`src/rtl/mc_cpu.sv`:
```
// Multi-cycle MIPS-subset CPU sharing one memory bus for instruction fetch and data.
// Each instruction walks Fetch -> Decode -> Exec [-> Mem] [-> Wb]; memory states wait for ack.
// Ports:
//   clk_i, rst_ni          clock, asynchronous active-low reset
//   mem_req_o/mem_we_o     bus request (held until ack) and write strobe (sw only)
//   mem_addr_o/mem_wdata_o byte address and store data of the current transaction
//   mem_rdata_i/mem_ack_i  read data and completion, both sampled only while requesting
//   pc_out_o               PC of the instruction in flight
//   retire_o               one-cycle pulse in the last state of each instruction
//   halted_o               high while stopped in Halt (exit only by reset)
module mc_cpu #(
  parameter logic [31:0] RESET_PC        = 32'h0000_3000,
  parameter bit          HALT_ON_ILLEGAL = 1'b1
) (
  input  logic        clk_i,
  input  logic        rst_ni,
  output logic        mem_req_o,
  output logic        mem_we_o,
  output logic [31:0] mem_addr_o,
  output logic [31:0] mem_wdata_o,
  input  logic [31:0] mem_rdata_i,
  input  logic        mem_ack_i,
  output logic [31:0] pc_out_o,
  output logic        retire_o,
  output logic        halted_o
);

  typedef enum logic [2:0] {StFetch, StDecode, StExec, StMem, StWb, StHalt} state_e;

  localparam logic [5:0] OpRtype = 6'h00;
  localparam logic [5:0] OpJ     = 6'h02;
  localparam logic [5:0] OpJal   = 6'h03;
  localparam logic [5:0] OpBeq   = 6'h04;
  localparam logic [5:0] OpOri   = 6'h0D;
  localparam logic [5:0] OpLui   = 6'h0F;
  localparam logic [5:0] OpLw    = 6'h23;
  localparam logic [5:0] OpSw    = 6'h2B;
  localparam logic [5:0] FnSll   = 6'h00;
  localparam logic [5:0] FnJr    = 6'h08;
  localparam logic [5:0] FnAddu  = 6'h21;
  localparam logic [5:0] FnSubu  = 6'h23;

  state_e      state_q;
  logic [31:0] pc_q, ir_q, a_q, b_q, res_q;
  logic [31:0] rf_q [32];

  logic [5:0]  op, funct;
  logic [4:0]  rs, rt, rd, shamt, dest;
  logic [31:0] imm_sext, imm_zext, pc_plus4, br_target, j_target, eff_addr;
  logic [31:0] rs_val, rt_val, alu_res, exec_pc;
  logic        is_addu, is_subu, is_sll, is_jr, is_ori, is_lui, is_lw, is_sw;
  logic        is_beq, is_j, is_jal, legal, exec_retire;

  assign op       = ir_q[31:26];
  assign rs       = ir_q[25:21];
  assign rt       = ir_q[20:16];
  assign rd       = ir_q[15:11];
  assign shamt    = ir_q[10:6];
  assign funct    = ir_q[5:0];
  assign imm_sext = {{16{ir_q[15]}}, ir_q[15:0]};
  assign imm_zext = {16'h0000, ir_q[15:0]};
  assign pc_plus4 = pc_q + 32'd4;
  assign br_target = pc_plus4 + {imm_sext[29:0], 2'b00};
  assign j_target  = {pc_plus4[31:28], ir_q[25:0], 2'b00};
  assign eff_addr  = a_q + imm_sext;

  assign is_addu = (op == OpRtype) && (funct == FnAddu);
  assign is_subu = (op == OpRtype) && (funct == FnSubu);
  assign is_sll  = (op == OpRtype) && (funct == FnSll);
  assign is_jr   = (op == OpRtype) && (funct == FnJr);
  assign is_ori  = (op == OpOri);
  assign is_lui  = (op == OpLui);
  assign is_lw   = (op == OpLw);
  assign is_sw   = (op == OpSw);
  assign is_beq  = (op == OpBeq);
  assign is_j    = (op == OpJ);
  assign is_jal  = (op == OpJal);
  assign legal   = is_addu | is_subu | is_sll | is_jr | is_ori | is_lui | is_lw | is_sw |
                   is_beq | is_j | is_jal;
  // Unsupported encodings only reach Exec when not halting on them; they retire there as nops.
  assign exec_retire = is_beq | is_j | is_jr | ~legal;

  assign dest   = (op == OpRtype) ? rd : (is_jal ? 5'd31 : rt);
  assign rs_val = (rs == 5'd0) ? 32'h0 : rf_q[rs];
  assign rt_val = (rt == 5'd0) ? 32'h0 : rf_q[rt];

  always_comb begin
    alu_res = pc_plus4;  // jal link value
    if (is_addu)     alu_res = a_q + b_q;
    else if (is_subu) alu_res = a_q - b_q;
    else if (is_sll)  alu_res = b_q << shamt;
    else if (is_ori)  alu_res = a_q | imm_zext;
    else if (is_lui)  alu_res = {ir_q[15:0], 16'h0000};
  end

  always_comb begin
    exec_pc = pc_plus4;
    if (is_jr)                       exec_pc = a_q;
    else if (is_j)                   exec_pc = j_target;
    else if (is_beq && (a_q == b_q)) exec_pc = br_target;
  end

  always_ff @(posedge clk_i or negedge rst_ni) begin
    if (!rst_ni) begin
      state_q <= StFetch;
      pc_q    <= RESET_PC;
      ir_q    <= '0;
      a_q     <= '0;
      b_q     <= '0;
      res_q   <= '0;
      for (int i = 0; i < 32; i++) rf_q[i] <= '0;
    end else begin
      unique case (state_q)
        StFetch: begin
          if (mem_ack_i) begin
            ir_q    <= mem_rdata_i;
            state_q <= StDecode;
          end
        end
        StDecode: begin
          a_q     <= rs_val;
          b_q     <= rt_val;
          state_q <= (!legal && HALT_ON_ILLEGAL) ? StHalt : StExec;
        end
        StExec: begin
          if (is_lw || is_sw) begin
            // Misaligned accesses stop the core before any bus request is issued.
            if (eff_addr[1:0] != 2'b00) begin
              state_q <= StHalt;
            end else begin
              res_q   <= eff_addr;
              state_q <= StMem;
            end
          end else if (exec_retire) begin
            pc_q    <= exec_pc;
            state_q <= StFetch;
          end else begin
            res_q   <= alu_res;
            state_q <= StWb;
          end
        end
        StMem: begin
          if (mem_ack_i) begin
            if (is_sw) begin
              pc_q    <= pc_plus4;
              state_q <= StFetch;
            end else begin
              res_q   <= mem_rdata_i;
              state_q <= StWb;
            end
          end
        end
        StWb: begin
          if (dest != 5'd0) rf_q[dest] <= res_q;
          pc_q    <= is_jal ? j_target : pc_plus4;
          state_q <= StFetch;
        end
        StHalt: state_q <= StHalt;
        default: state_q <= StHalt;
      endcase
    end
  end

  // Gating with rst_ni drops the request the moment reset asserts, even mid-transaction.
  assign mem_req_o   = rst_ni & ((state_q == StFetch) | (state_q == StMem));
  assign mem_we_o    = rst_ni & (state_q == StMem) & is_sw;
  assign mem_addr_o  = (state_q == StMem) ? res_q : pc_q;
  assign mem_wdata_o = b_q;
  assign pc_out_o    = pc_q;
  assign retire_o    = (state_q == StWb) | ((state_q == StExec) & exec_retire) |
                       ((state_q == StMem) & is_sw & mem_ack_i);
  assign halted_o    = (state_q == StHalt);

endmodule

```
`config.mk`:
```
export PLATFORM = sky130hd
export DESIGN_NAME = mc_cpu
export DESIGN_NICKNAME = d
export VERILOG_FILES = /design/src/rtl/mc_cpu.sv
export SDC_FILE = /design/constraint.sdc
export NUM_CORES = 2
export LEC_CHECK = 0
export CORE_ASPECT_RATIO = 0.5
export CORE_MARGIN = 3
export CORE_UTILIZATION = 45
export DETAILED_ROUTE_END_ITERATION = 10
export PLACE_DENSITY_LB_ADDON = 0.05
export SETUP_SLACK_MARGIN = 0.02
export SYNTH_ARGS = -nofsm -noshare
export SYNTH_HDL_FRONTEND = slang
export SYNTH_SLANG_ARGS = --single-unit
```
`constraint.sdc`:
```
create_clock -name clk_i -period 3.44 [get_ports clk_i]
set_input_delay 0.516 -clock clk_i [delete_from_list [all_inputs] [get_ports clk_i]]
set_output_delay 0.516 -clock clk_i [all_outputs]
set_load 0.01 [all_outputs]
```
* After elaboration in Yosys (flattened, before gate mapping)
Index checks and enable logic that the tools add are counted.
** Storage, ports and cells
- Bits of input ports :: 35
- Output and inout port bits :: 100
- Bits in registers :: 1187
- Logic and storage cells :: 162
** Cells by class
- Bitwise gates (word level) :: 27
- Add/subtract/negate cells :: 5
- Multiplexer cells :: 42
- $lt $le $gt $ge :: 4
- Equality and inequality tests :: 24
- Reductions and logical operators :: 21
- Shift operators :: 1
** Operator list (number)
- $bwmux W1024 :: 1
- $mux W32 :: 25
- $bmux W32 S5 :: 2
- $demux W32 S5 :: 1
- $add A32 B32 Y32 :: 3
- $pmux W32 S3 :: 1
- $pmux W32 S2 :: 1
- $add A32 B3 Y32 const B :: 1
- $eq A32 B32 Y1 :: 1
- $or A32 B16 Y32 :: 1
- $shl A32 B5 Y32 :: 1
- $sub A32 B32 Y32 :: 1
- $mux W28 :: 1
- $eq A6 B6 Y1 const B :: 4
- $mux W3 :: 7
- $eq A6 B4 Y1 const B :: 3
- $ge A6 B6 Y1 const B :: 3
- $not A5 Y6 :: 3
- $or A1 B1 Y1 :: 16
- $pmux W3 S5 :: 1
- $eq A6 B2 Y1 const B :: 2
- $logic_not A6 Y1 :: 2
- $ne A2 B2 Y1 const B :: 6
- $logic_not A5 Y1 :: 2
- other kinds (17) :: 35

* Logic depth before layout (Yosys ltp)
- Word-level depth :: 17
- Mapped depth :: 18
- Depth with buffers taken out :: 17

* Worst setup path before layout
No wires, ideal clock.
- Path type :: reg2reg
- Start :: register pc_q[5], in the netlist pc_out_o[5]
- End :: register pc_q[30], in the netlist pc_out_o[30]
- Cell stages (with the launch flop) :: 17
- Setup slack :: -0.406 ns
- Clock period less this slack :: 3.846 ns
- Setup time :: 0.143 ns
- Data arrival time :: 3.703 ns
- Cell sequence :: dfrtp_1 > buf_2 > nand4_1 > or2_2 > nor3_1 > xor2_1 > ha_1 > a21o_1 > a21o_1 > a21oi_1 > nand2b_1 > o311ai_1 > a211oi_1 > nor2_1 > o41ai_1 > xor2_1 > a31oi_1
** Between the ends
- Longest elaborated chain between the ends :: 8
- Elaborated cells on any way between the ends :: 10
- Classes of those cells :: 2 x add/sub; 8 x mux
** Ends and longest elaborated chain
- start, declared :: line 44 : logic [31:0] pc_q, ir_q, a_q, b_q, res_q;
- start signal, assigned :: line 135 : pc_q <= exec_pc;
- start signal, assigned :: line 145 : pc_q <= pc_plus4;
- start signal, assigned :: line 155 : pc_q <= is_jal ? j_target : pc_plus4;
- $add A32 B3 Y32 * :: line 62 : assign pc_plus4 = pc_q + 32'd4;
- $add A32 B32 Y32 :: line 63 : assign br_target = pc_plus4 + {imm_sext[29:0], 2'b00};
- $mux W32 :: line 100 : else if (is_beq && (a_q == b_q)) exec_pc = br_target;
- $mux W32 :: line 99 : else if (is_j) exec_pc = j_target;
- $mux W32 :: line 98 : if (is_jr) exec_pc = a_q;
- $mux W32 :: line 134 : end else if (exec_retire) begin
- $mux W32 :: line 126 : if (is_lw || is_sw) begin
- $pmux W32 S3 * :: line 113 : unique case (state_q)
Mark *: on every way between the ends. The rest lies on a longest branch, timed or not. The select of a mux whose other input is x is not followed.
A chain may end at the register's enable or synchronous reset.

* Final worst setup path
- Start :: register pc_q[8], in the netlist pc_out_o[8]
- End :: register pc_q[30], in the netlist pc_out_o[30]
The elaborated chain is that of the path after synthesis.

==> impl_metrics.toml <==
[detailed_routing]
wl_met1_um = 130000
drtPass1Iterations = 8
topRoutingLayerUsed = "met5"
vias_per_cell = 6.56
drt_wl_total_um = 294000
wl_met2_um = 124000
route.vias.total = 55500
drt_iter0_drc = 5733
post_drt_wl_per_cell_um = 34.8
wl_met3_um = 27700
drc = 0
drtAntennaViolNets = 0

[synth]
ys_types = 87
yosysMostFrequentCell = "dfrtp_1"
yosys-top-cells-count = "dfrtp_1, mux2_2, mux4_2, nand2_1, clkbuf_1"
yosys_warnings = 0
ys_seq_area_frac = 0.412
synth_top_area_share = 0.411
synthCells = 5793
synth_fp_nets = 5979
synth_edf_count = 0
synthArstFlopShare = 1.00
synth_area_sq_um = 72200
yosysTopAreaCell = "dfrtp_1"
synth.area.top_cells = "dfrtp_1, mux4_2, mux2_2"
synthFlopType = "dfrtp_1"
synth_seq_cells = 1187
synth.avg_cell_area_sq_um = 12.5

[status]
failed_checks = "setup timing"
outcome = "complete, but fails checks"

[die]
ioPinCount = 135
fp.dieW_um = 572
die_h_um = 289
rows = 103
core_sq_um = 159000
die_area_sq_um = 166000
initial_utilization = 0.455

[finish]
multi_input_area_sq_um = 40800
fillers = 13400
final_layout_size_suffix_gt1_frac = 0.441
area_growth_syn_to_layout_pct = 19.9
nNetsFinal = 6454
final_util = 0.546
seq_area_sq_um = 29800
final_area_sq_um = 86500

[place]
io_buffers = 134
placed_area_sq_um = 81100
dp_hpwl_um = 210000
gp_congestion = 1.01

[setup_path]
crit_path_start = "pc_out_o[8]"
path_class = "reg2reg"
critPathArrivalTime_ns = 4.23
crit_end = "pc_out_o[30]"
reg2reg_from = "pc_out_o[8]"
r2r_end = "pc_out_o[30]"
start_kind = "flip-flop"
reg2reg_depth = 17
cp-end-kind = "flip-flop"
crit_required_ns = 3.99
reg2reg_slack_ns = -0.24
critPathMaxFanout = 4

[sta]
setup_viol = 8
drv_slew = 0
fmax_mhz = 272
rsz0062_at_grt = "yes"
worst_pin_slew_ns = 1.24
whs_ns = 0.291
clock_skew_ns = 0.0575
relSlewSlack = 0.172
finalWorstSetupSlack_ns = -0.239
finalCritPeriodShare = 1.07
hold_viol_final = 0
period_needed_ns = 3.68

[global_route]
grt_pass1_vias = 55100
grt_max_degree = 165
antenna_found_initial = 28
grt_pass1_wl_um = 418000
overflow = 0
grt_use_total = 0.354

[clock_network]
cts_root_buffer = "clkbuf_16"
path_clk_slew_ns = 0.08
cts_tree = "yes"
cts_buffers = 112
numClockSinks = 1187
clock_latency_ns = 0.76
cts_htree_levels = 3
cts_buffer_depth = 3

[job]
cap_violations = 0

[pwr]
power.leakage_nw = 39.2
ir_worst_vdd_mv = 0.420
p_total_mw = 30.1
power_density_nw_per_um2 = 348

[min_path]
worstHoldPathType = "in2async"
## report_power, final
part	internal, mW	leakage (nW)	switching (mW)
Clock	7.70	1.95	6.05
Combinational	0.821	20.7	1.49
Sequential	14.0	16.5	0.119
Total	22.5	39.2	7.65
## how the worst min path moves through the flow
stage / from / end / slack [ns] / cells past startpoint
2_1_floorplan: rst_ni / a_q[0] / 0.22 / 0
3_3_place_gp: rf_q[1003] / rf_q[1003] / 0.38 / 0
3_5_place_dp: rf_q[1005] / rf_q[1005] / 0.38 / 0
4_1_cts: rst_ni / res_q[16] / 0.27 / 2
5_1_grt: rst_ni / res_q[16] / 0.28 / 2
6_report: rst_ni / res_q[16] / 0.29 / 2
## timing repair
action	4_1_cts	5_1_grt
cloned	1	1
endpoints found under the hold margin	24	0
hold buffers	1	0
setup endpoints to repair	198	257
buffers inserted	20	27
pin swaps	55	93
gates resized for setup	113	131
## state kept, by name, indices dropped and copies added (netlist names)
signal and cells:
pc_out_o 32, state_q 3, rf_q 1024, ir_q 32
a_q 32, mem_wdata_o 32, res_q 32
## per-layer routing
metal | up-vias | track usage
met1 | 29600 | 0.518
met5 | - | 0
met2 | 2478 | 0.508
met3 | 501 | 0.0924
met4 | 12 | 0.122
li1 | 22900 | -
## worst max-delay path, stage by stage (launching register included)
cell and delay, ns:
dfrtp_1 0.35, nand4_1 0.16, buf_4 0.20, or2_4 0.25, buf_6 0.12, nor3_4 0.18
xor2_2 0.24, ha_4 0.24, a21o_1 0.18, a21o_1 0.17, a21oi_2 0.14, nand2b_4 0.15
o311ai_4 0.11, a211oi_2 0.36, nor2_2 0.08, o41ai_2 0.25, xor2_1 0.21, a31oi_1 0.10
## logic make-up after synthesis
group | count (synthesis) | share of synthesized area
muxes | 1811 | 0.365
adders and majority gates | 151 | 0.0266
AOI/OAI and AO/OA | 986 | 0.0883
and+or+nand+nor | 865 | 0.0555
xor gates and xnor gates | 109 | 0.0132
DFF | 1187 | 0.412
buffers and inverters | 684 | 0.0397
## layout by cell type, fill, tap and decap left out, drive strengths merged, types with 7 or more instances in the layout
master | Yosys | routed
dfrtp | 1185 | 1185
mux2 | 1055 | 1055
buf | 194 | 784
mux4 | 552 | 552
nand2 | 368 | 368
o21ai | 269 | 269
a21oi | 218 | 218
mux2i | 204 | 204
nor2 | 188 | 188
clkbuf | 365 | 166
ha | 147 | 147
clkdlybuf4s50 | 0 | 130
inv | 125 | 126
xnor2 | 68 | 68
nor3 | 67 | 67
a211oi | 64 | 64
o211ai | 52 | 52
nand3 | 52 | 52
a21o | 49 | 49
o221ai | 47 | 47
a31oi | 43 | 43
o22ai | 41 | 41
xor2 | 41 | 41
a221oi | 37 | 37
a22o | 35 | 35
nand2b | 35 | 35
nand4 | 28 | 28
and3 | 27 | 27
clkinv | 0 | 24
or3 | 21 | 21
and2 | 19 | 19
o21bai | 19 | 19
o31ai | 19 | 19
a222oi | 18 | 18
nor2b | 17 | 17
bufinv | 0 | 14
nor4 | 11 | 11
o21a | 10 | 10
and4 | 7 | 7
a311oi | 7 | 7
## through the flow
step	TNS, ns	setup slack [ns]	std cells
after floorplan	0	0.0105	5793
after global placement	-4.77	-0.332	8206
after detailed placement	-5.02	-0.360	8206
after CTS	-0.914	-0.302	8435
after global routing	-3.78	-0.408	8461
final	-0.914	-0.239	8466
## cell type report
type                            instances  share of cell area
Multi-Input combinational cell       3922               0.472
Sequential cell                      1187               0.344
Timing Repair Buffer                  920               0.102
Clock buffer                          165              0.0379
Tap cell                             2100              0.0304
Clock inverter                         42             0.00807
Inverter                              125             0.00548
Antenna cell                            5            0.000145
Power figures use the tool's default switching activity.
